--- src/rtl/hazard_fwd_ctrl.sv ---
// Hazard detection and operand-forwarding control for a 5-stage pipeline.
// Produces stall/bubble/freeze controls, registered forward selects and a stall counter.
module hazard_fwd_ctrl #(
  parameter int RW      = 4,
  parameter int NUM_SRC = 2,
  parameter int CNT_W   = 16
) (
  input  logic                   clk,
  input  logic                   rst_n,
  input  logic                   fwd_en,
  input  logic [NUM_SRC*RW-1:0]  id_src,
  input  logic [NUM_SRC-1:0]     id_src_vld,
  input  logic [RW-1:0]          ex_dest,
  input  logic                   ex_wb_en,
  input  logic                   ex_mem_r_en,
  input  logic [RW-1:0]          mem_dest,
  input  logic                   mem_wb_en,
  input  logic                   mem_busy,
  input  logic                   flush,
  output logic                   stall_front,
  output logic                   bubble,
  output logic                   freeze,
  output logic [2*NUM_SRC-1:0]   fwd_sel,
  output logic [CNT_W-1:0]       stall_cnt
);

  typedef enum logic {RUN, MEM_WAIT} state_e;

  localparam logic [1:0] SEL_RF  = 2'b00;
  localparam logic [1:0] SEL_MEM = 2'b01;
  localparam logic [1:0] SEL_WB  = 2'b10;

  state_e                 state_q, state_d;
  logic [2*NUM_SRC-1:0]   fwd_sel_q, fwd_sel_d;
  logic [CNT_W-1:0]       stall_cnt_q, stall_cnt_d;

  logic [NUM_SRC-1:0]     ex_match, mem_match;
  logic [2*NUM_SRC-1:0]   sel_nxt;
  logic                   hz;

  // NOTE: every signal driven in always_comb gets a default first so no path leaves it unassigned (no latch).
  always_comb begin
    ex_match  = '0;
    mem_match = '0;
    sel_nxt   = '0;
    for (int i = 0; i < NUM_SRC; i++) begin
      ex_match[i]  = id_src_vld[i] & ex_wb_en  & (id_src[i*RW +: RW] == ex_dest);
      mem_match[i] = id_src_vld[i] & mem_wb_en & (id_src[i*RW +: RW] == mem_dest);
      // EX holds the youngest producer, so it wins over MEM.
      if (ex_match[i])       sel_nxt[2*i +: 2] = SEL_MEM;
      else if (mem_match[i]) sel_nxt[2*i +: 2] = SEL_WB;
      else                   sel_nxt[2*i +: 2] = SEL_RF;
    end
  end

  // With forwarding only a load in EX cannot be bypassed; without it any pending write stalls.
  assign hz = fwd_en ? (ex_mem_r_en & (|ex_match)) : (|(ex_match | mem_match));

  // The MEM_WAIT state adds one settle cycle after the memory finishes.
  assign freeze      = mem_busy | (state_q == MEM_WAIT);
  assign stall_front = freeze | (~flush & hz);
  assign bubble      = ~freeze & ~flush & hz;

  always_comb begin
    state_d     = state_q;
    fwd_sel_d   = fwd_sel_q;
    stall_cnt_d = stall_cnt_q;

    unique case (state_q)
      RUN:      if (mem_busy)  state_d = MEM_WAIT;
      MEM_WAIT: if (!mem_busy) state_d = RUN;
      default:                 state_d = RUN;
    endcase

    if (!freeze) begin
      if (flush || hz) fwd_sel_d = '0;
      else             fwd_sel_d = fwd_en ? sel_nxt : '0;
    end

    if (stall_front && (stall_cnt_q != '1))
      stall_cnt_d = stall_cnt_q + CNT_W'(1);
  end

  // NOTE: sequential state is updated with non-blocking assignments so every register samples pre-edge values.
  always_ff @(posedge clk) begin
    if (!rst_n) begin
      state_q     <= RUN;
      fwd_sel_q   <= '0;
      stall_cnt_q <= '0;
    end else begin
      state_q     <= state_d;
      fwd_sel_q   <= fwd_sel_d;
      stall_cnt_q <= stall_cnt_d;
    end
  end

  assign fwd_sel   = fwd_sel_q;
  assign stall_cnt = stall_cnt_q;

endmodule

--- config.mk ---
export PLATFORM = sky130hd
export DESIGN_NAME = hazard_fwd_ctrl
export DESIGN_NICKNAME = d
export VERILOG_FILES = /design/src/rtl/hazard_fwd_ctrl.sv
export SDC_FILE = /design/constraint.sdc
export NUM_CORES = 1
export LEC_CHECK = 0
export ABC_CLOCK_PERIOD_IN_PS = 6200
export CAP_MARGIN = 10
export CORE_MARGIN = 3
export CORE_UTILIZATION = 35
export CTS_CLUSTER_DIAMETER = 150
export DETAILED_ROUTE_END_ITERATION = 8
export PLACE_DENSITY = 0.69
export SKIP_LAST_GASP = 1
export SLEW_MARGIN = 15
export SYNTH_ARGS = -nofsm -noshare
export SYNTH_HDL_FRONTEND = slang
export SYNTH_SLANG_ARGS = --single-unit
--- constraint.sdc ---
create_clock -name clk -period 6.2 [get_ports clk]
set_clock_uncertainty 0.2 [all_clocks]
set_input_delay 0.62 -clock clk [delete_from_list [all_inputs] [get_ports clk]]
set_output_delay 0.62 -clock clk [all_outputs]
set_load 0.005 [all_outputs]
# ---- Word-level counts from Yosys, hierarchy flattened
# Cells that the tools add are included.
dict set report word_totals {
  inputBits 26
  wordCells 38
  output_inout_bits 23
  ff_bits 21
}
dict set report classes {
  eq_ne 5
  addsub 1
  muxes 8
  reduce_logical 4
  n_bitwise 17
}
# cell n
set op_table {}
lappend op_table {{16-bit by 1-bit adder with 16-bit output, second input constant} 1}
lappend op_table {{4-bit equality test} 4}
lappend op_table {{16-bit inequality test, second input constant} 1}
lappend op_table {{1-bit AND} 12}
lappend op_table {{2-bit 2-to-1 mux} 4}
lappend op_table {{4-bit 2-to-1 mux} 2}
lappend op_table {{2-bit OR reduction} 2}
lappend op_table {{1-bit 2-to-1 mux} 2}
lappend op_table {{1-bit NOT} 2}
lappend op_table {{1-bit bitwise OR} 2}
lappend op_table {{2-bit bitwise OR} 1}
lappend op_table {{1-bit logical AND} 1}
lappend op_table {{1-bit logical OR} 1}

# ---- Depth between registers and ports, before layout
dict set report logic_depth {
  word_depth 8
  ltp_mapped 7
  mapped_depth_nobuf 6
}

# ---- Least setup slack after synthesis
# OpenSTA, ideal clock, no wires.
dict set report synth_timing {
  kind {input -> output}
  from {in id_src[4]}
  to {out bubble}
  t_required_ns 5.380
  n_path_buf 0
  setup_slack_ns 3.554
  stages 6
  arrival_ns 1.826
  cell_sequence {inv_1 -> a221o_1 -> nor3_4 -> nor2_1 -> a31o_2 -> a211oi_1}
}
dict set report synth_via {
  elab_chain_len 6
  word_cells_on_any_way 10
  classes_between {eq/ne: 2; mux: 1; bitwise: 5; reduce/logical: 2}
}
# element line_no
set synth_rtl {}
lappend synth_rtl {{start, declared} 11} ;# input logic [NUM_SRC*RW-1:0] id_src,
lappend synth_rtl {{4-bit equality test (on tied branches)} {47, 48}}
lappend synth_rtl {{1-bit AND (on tied branches)} {47, 48}}
lappend synth_rtl {{2-bit bitwise OR or 2-bit OR reduction (tied branches)} 57} ;# assign hz = fwd_en ? (ex_mem_r_en & (|ex_match)) : (|(ex_match | mem_match));
lappend synth_rtl {{2-bit OR reduction or 1-bit AND (tied branches)} 57}
lappend synth_rtl {{1-bit 2-to-1 mux (*)} 57}
lappend synth_rtl {{1-bit AND (*)} 62} ;# assign bubble = ~freeze & ~flush & hz;
lappend synth_rtl {{end, declared} 21} ;# output logic bubble,
# Every way passes the cells marked *; elsewhere a longest branch is shown, timed or not.

# ---- Worst setup path in the final report
# Ends and elaborated chain as after synthesis.

==> results by group <==
Run status
  • Status: finished, final reports clean

Synth
  • Main combinational cell family by area after synthesis: simple AND/OR/NAND/NOR gates
  • Cell Area, Synth: 0.001475 sq mm
  • Most frequent cells after synthesis: nand2_1 (33), dfxtp_1 (21), mux2i_1 (15)
  • Yosys warning total: 0
  • Post-synth EDFFs: 0
  • Complex-gate fraction of the synthesized area: 0.2002
  • Synth top area share: 0.2850
  • Sequential area share after synthesis: 0.2850
  • Mux cell area share after synthesis: 0.1094
  • Syn Nets: 210
  • Most common flop cell mapped by yosys: dfxtp_1
  • Syn Inst Count: 183
  • Synth Area in XOR/XNOR: 0.05937
  • Syn avg cell area: 8.061 sq um
  • Synth unique cells: 44
  • #FFs+latches synth: 21
  • Synth Area in Adders: 0.008482
  • Top cells by area, synth: dfxtp_1 (28%), mux2i_1 (10%), nand2_1 (8.4%)
  • Most numerous cell in the Yosys netlist: nand2_1
  • Post-synth top area cell: dfxtp_1
  • Ys async rst share: 0
  • Simple-gate area share of the yosys netlist: 0.2909

Placed design
  • RePlAce Congestion: 0.7736
  • Buffers on Ports: 48
  • DP HPWL: 2797 um
  • DP Area: 0.002007 sq mm
  • Post-Place Cells: 275

Detailed routing
  • Drt first pass iters: 4
  • DRC: 0
  • Initial DRC Count: 59
  • Antenna-violating nets left: 0
  • WL final: 3523 um
  • Drt via density: 5.176
  • Via count: 1444
  • WL per Instance: 12.63 um

Global routing
  • Global-route wire length before repair: 6147 um
  • Most Crowded Layer GR: met2
  • Number of global-route vias before repair: 1330
  • Grt met1 use: 0.2009
  • GR Util met3: 0.03551
  • Gr ovfl total: 0
  • Total track usage: 0.1471
  • Largest net degree at the start of global routing: 35
  • Met2 usage: 0.2451
  • Initial antenna violation count: 0

STA
  • Crit share post-route: 0.6039
  • Slew of the pin with the lowest slew margin: 724.8 ps
  • Fin Setup TNS: 0 ps
  • Max Fclk: 267.1 MHz
  • Worst slew margin: 0.5168
  • Hold Vio Cnt, Final: 0
  • Period minus WS final: 3744 ps
  • Unrepaired setup endpoints after global routing: false
  • Max-slew violations: 0
  • Final Setup Violations: 0

Power
  • Pint: 0.2144 mW
  • Lkg Pwr: 0.6788 nW
  • Sequential share of power: 0.482
  • Max IR drop VDD: 0.1661 mV
  • Clk pwr share: 0.311
  • Combinational share of power: 0.207
  • Pwr Density: 141.3 mW/mm^2
  • Power, Total: 0.2906 mW
  • Sw Pwr: 0.07615 mW
  • Sw Share: 0.2621

Critical path
  • Crit path max fanout: 6
  • R2r setup slk: 3960 ps
  • Slowest stage delay, CP: 540 ps
  • Reg2Reg Depth: 6
  • CP max stage cell: clkdlybuf4s50_1
  • Critical path class: primary input to output port
  • RR Startpoint: stall_cnt[2]
  • RR Endpoint: stall_cnt[15]
  • Crit path DAT: 2920 ps
  • Critical Path Start Type: primary input
  • Critical Path, Cell by Cell: clkdlybuf4s50_1 > inv_1 > a221o_1 > nor3_4 > o21ai_0 > a211oi_1 > clkdlybuf4s50_1
  • Crit. End Element: output port
  • Crit path launch: id_src[4]
  • Critical path required time: 5380 ps
  • Cell mode on critical path: clkdlybuf4s50_1

Layout
  • Layout cell share with drive strength beyond 1: 0.08225
  • Nets: 259
  • Finished layout cell area: 0.002056 sq mm
  • Antenna fix cells: 0
  • Area grow syn2layout: 39.36%
  • Fin util: 0.5334
  • Fill count: 373
  • Non-Filler Instances: 279

Floorplanning
  • Die Ht: 70.92 um
  • Core area: 0.003854 sq mm
  • Rows: 22
  • Die Area: 0.005030 sq mm
  • IO Pins: 49
  • Die Span X: 70.92 um
  • Starting density of the core: 0.3828

CTS
  • Hold Buf Count CTS: 0
  • CTS Buffer Depth: 2
  • Clock Latency Late Sink: 260 ps
  • CTS tree: yes
  • CTS-repair resized insts: 0
  • H-tree depth reported by CTS: 1
  • Clock slew at reported path FFs: 70 ps
  • Postcts setup bufs: 0
  • CTS buffer count: 3
  • Num Clock Sinks: 21
  • Root Driver: clkbuf_8

Job
  • Max Cap Violations: 0

Worst hold path
  • Hold wc startpoint: fwd_sel[2]
  • Worst Hold Endpoint: fwd_sel[2]
  • Min-Delay Path Depth: 2
  • HP Class: register to register
-- power groups by stage --
| stage | Combinational (mW) | Clock, mW | Sequential (mW) |
|---|---|---|---|
| global placement | 0.0598 | 0 | 0.143 |
| global route | 0.0661 | 0.0997 | 0.141 |
| detailed placement | 0.0603 | 0 | 0.143 |
| finish | 0.0602 | 0.0903 | 0.140 |
| CTS | 0.0605 | 0.0932 | 0.140 |
| floorplan | 0.0287 | 0 | 0.143 |
-- through the flow --
stage / setup WS [ps] / hold slack, ps
6_report: 2456 / 256.5
3_3_place_gp: 2455 / 252.2
3_5_place_dp: 2453 / 250.3
4_1_cts: 2444 / 261.1
2_1_floorplan: 3554 / 248.3
5_1_grt: 2271 / 274.0
-- cells in the final DEF (no fill, tap or decap), types with 3 or more instances in the layout --
master,instances
a211oi_1,3
a211oi_2,4
a21oi_1,5
and3_1,6
clkbuf_8,3
clkdlybuf4s50_1,48
dfxtp_1,21
inv_1,11
mux2i_1,15
nand2_1,33
nand2b_1,12
nand3_1,7
nand4_1,4
nor2_1,5
nor3_1,8
xnor2_1,4
xor2_1,6
-- kinds of logic (layout without fill, tap and decap cells) --
group                      Yosys count  in the layout
AOI/OAI and AO/OA                   33             33
xor gates and xnor gates            10             10
adders and majority gates            1              1
buffers and inverters               18             66
DFF                                 21             21
muxes                               16             16
and+or+nand+nor                     84             84
-- final cells by class --
type,instances,area [sq um],area share
tap,48,60.06,0.02921
clock inverter,1,7.507,0.003652
clock buffer,3,41.29,0.02009
multi-input combinational,144,985.9,0.4796
timing repair buffer,50,495.5,0.2410
sequential,21,420.4,0.2045
inverter,12,45.04,0.02191
-- routing by layer --
| metal | vias to the layer above | wire length [um] |
|---|---|---|
| met5 | - | 0 |
| met1 | 664 | 1688 |
| met2 | 23 | 1691 |
| met3 | 2 | 125 |
| met4 | 0 | 17 |
| li1 | 755 | - |
-- sequential cells by signal (all words and copies together) (netlist names) --
name	cells
stall_cnt	16
fwd_sel	4
state_q	1
-- worst max path at each step --
stage	end	slack (ps)	cells after the start
2_1_floorplan	bubble	3550	6
3_3_place_gp	bubble	2450	8
3_5_place_dp	bubble	2450	7
4_1_cts	bubble	2440	7
5_1_grt	bubble	2270	7
6_report	bubble	2460	7
-- worst max-delay path, delay by kind of cell --
kind | cells | cell delay [ps]
AOI/OAI and AO/OA | 3 | 860
and+or+nand+nor | 1 | 330
buffers and inverters | 3 | 1100
No activity file was read; power rests on OpenSTA's default activity.
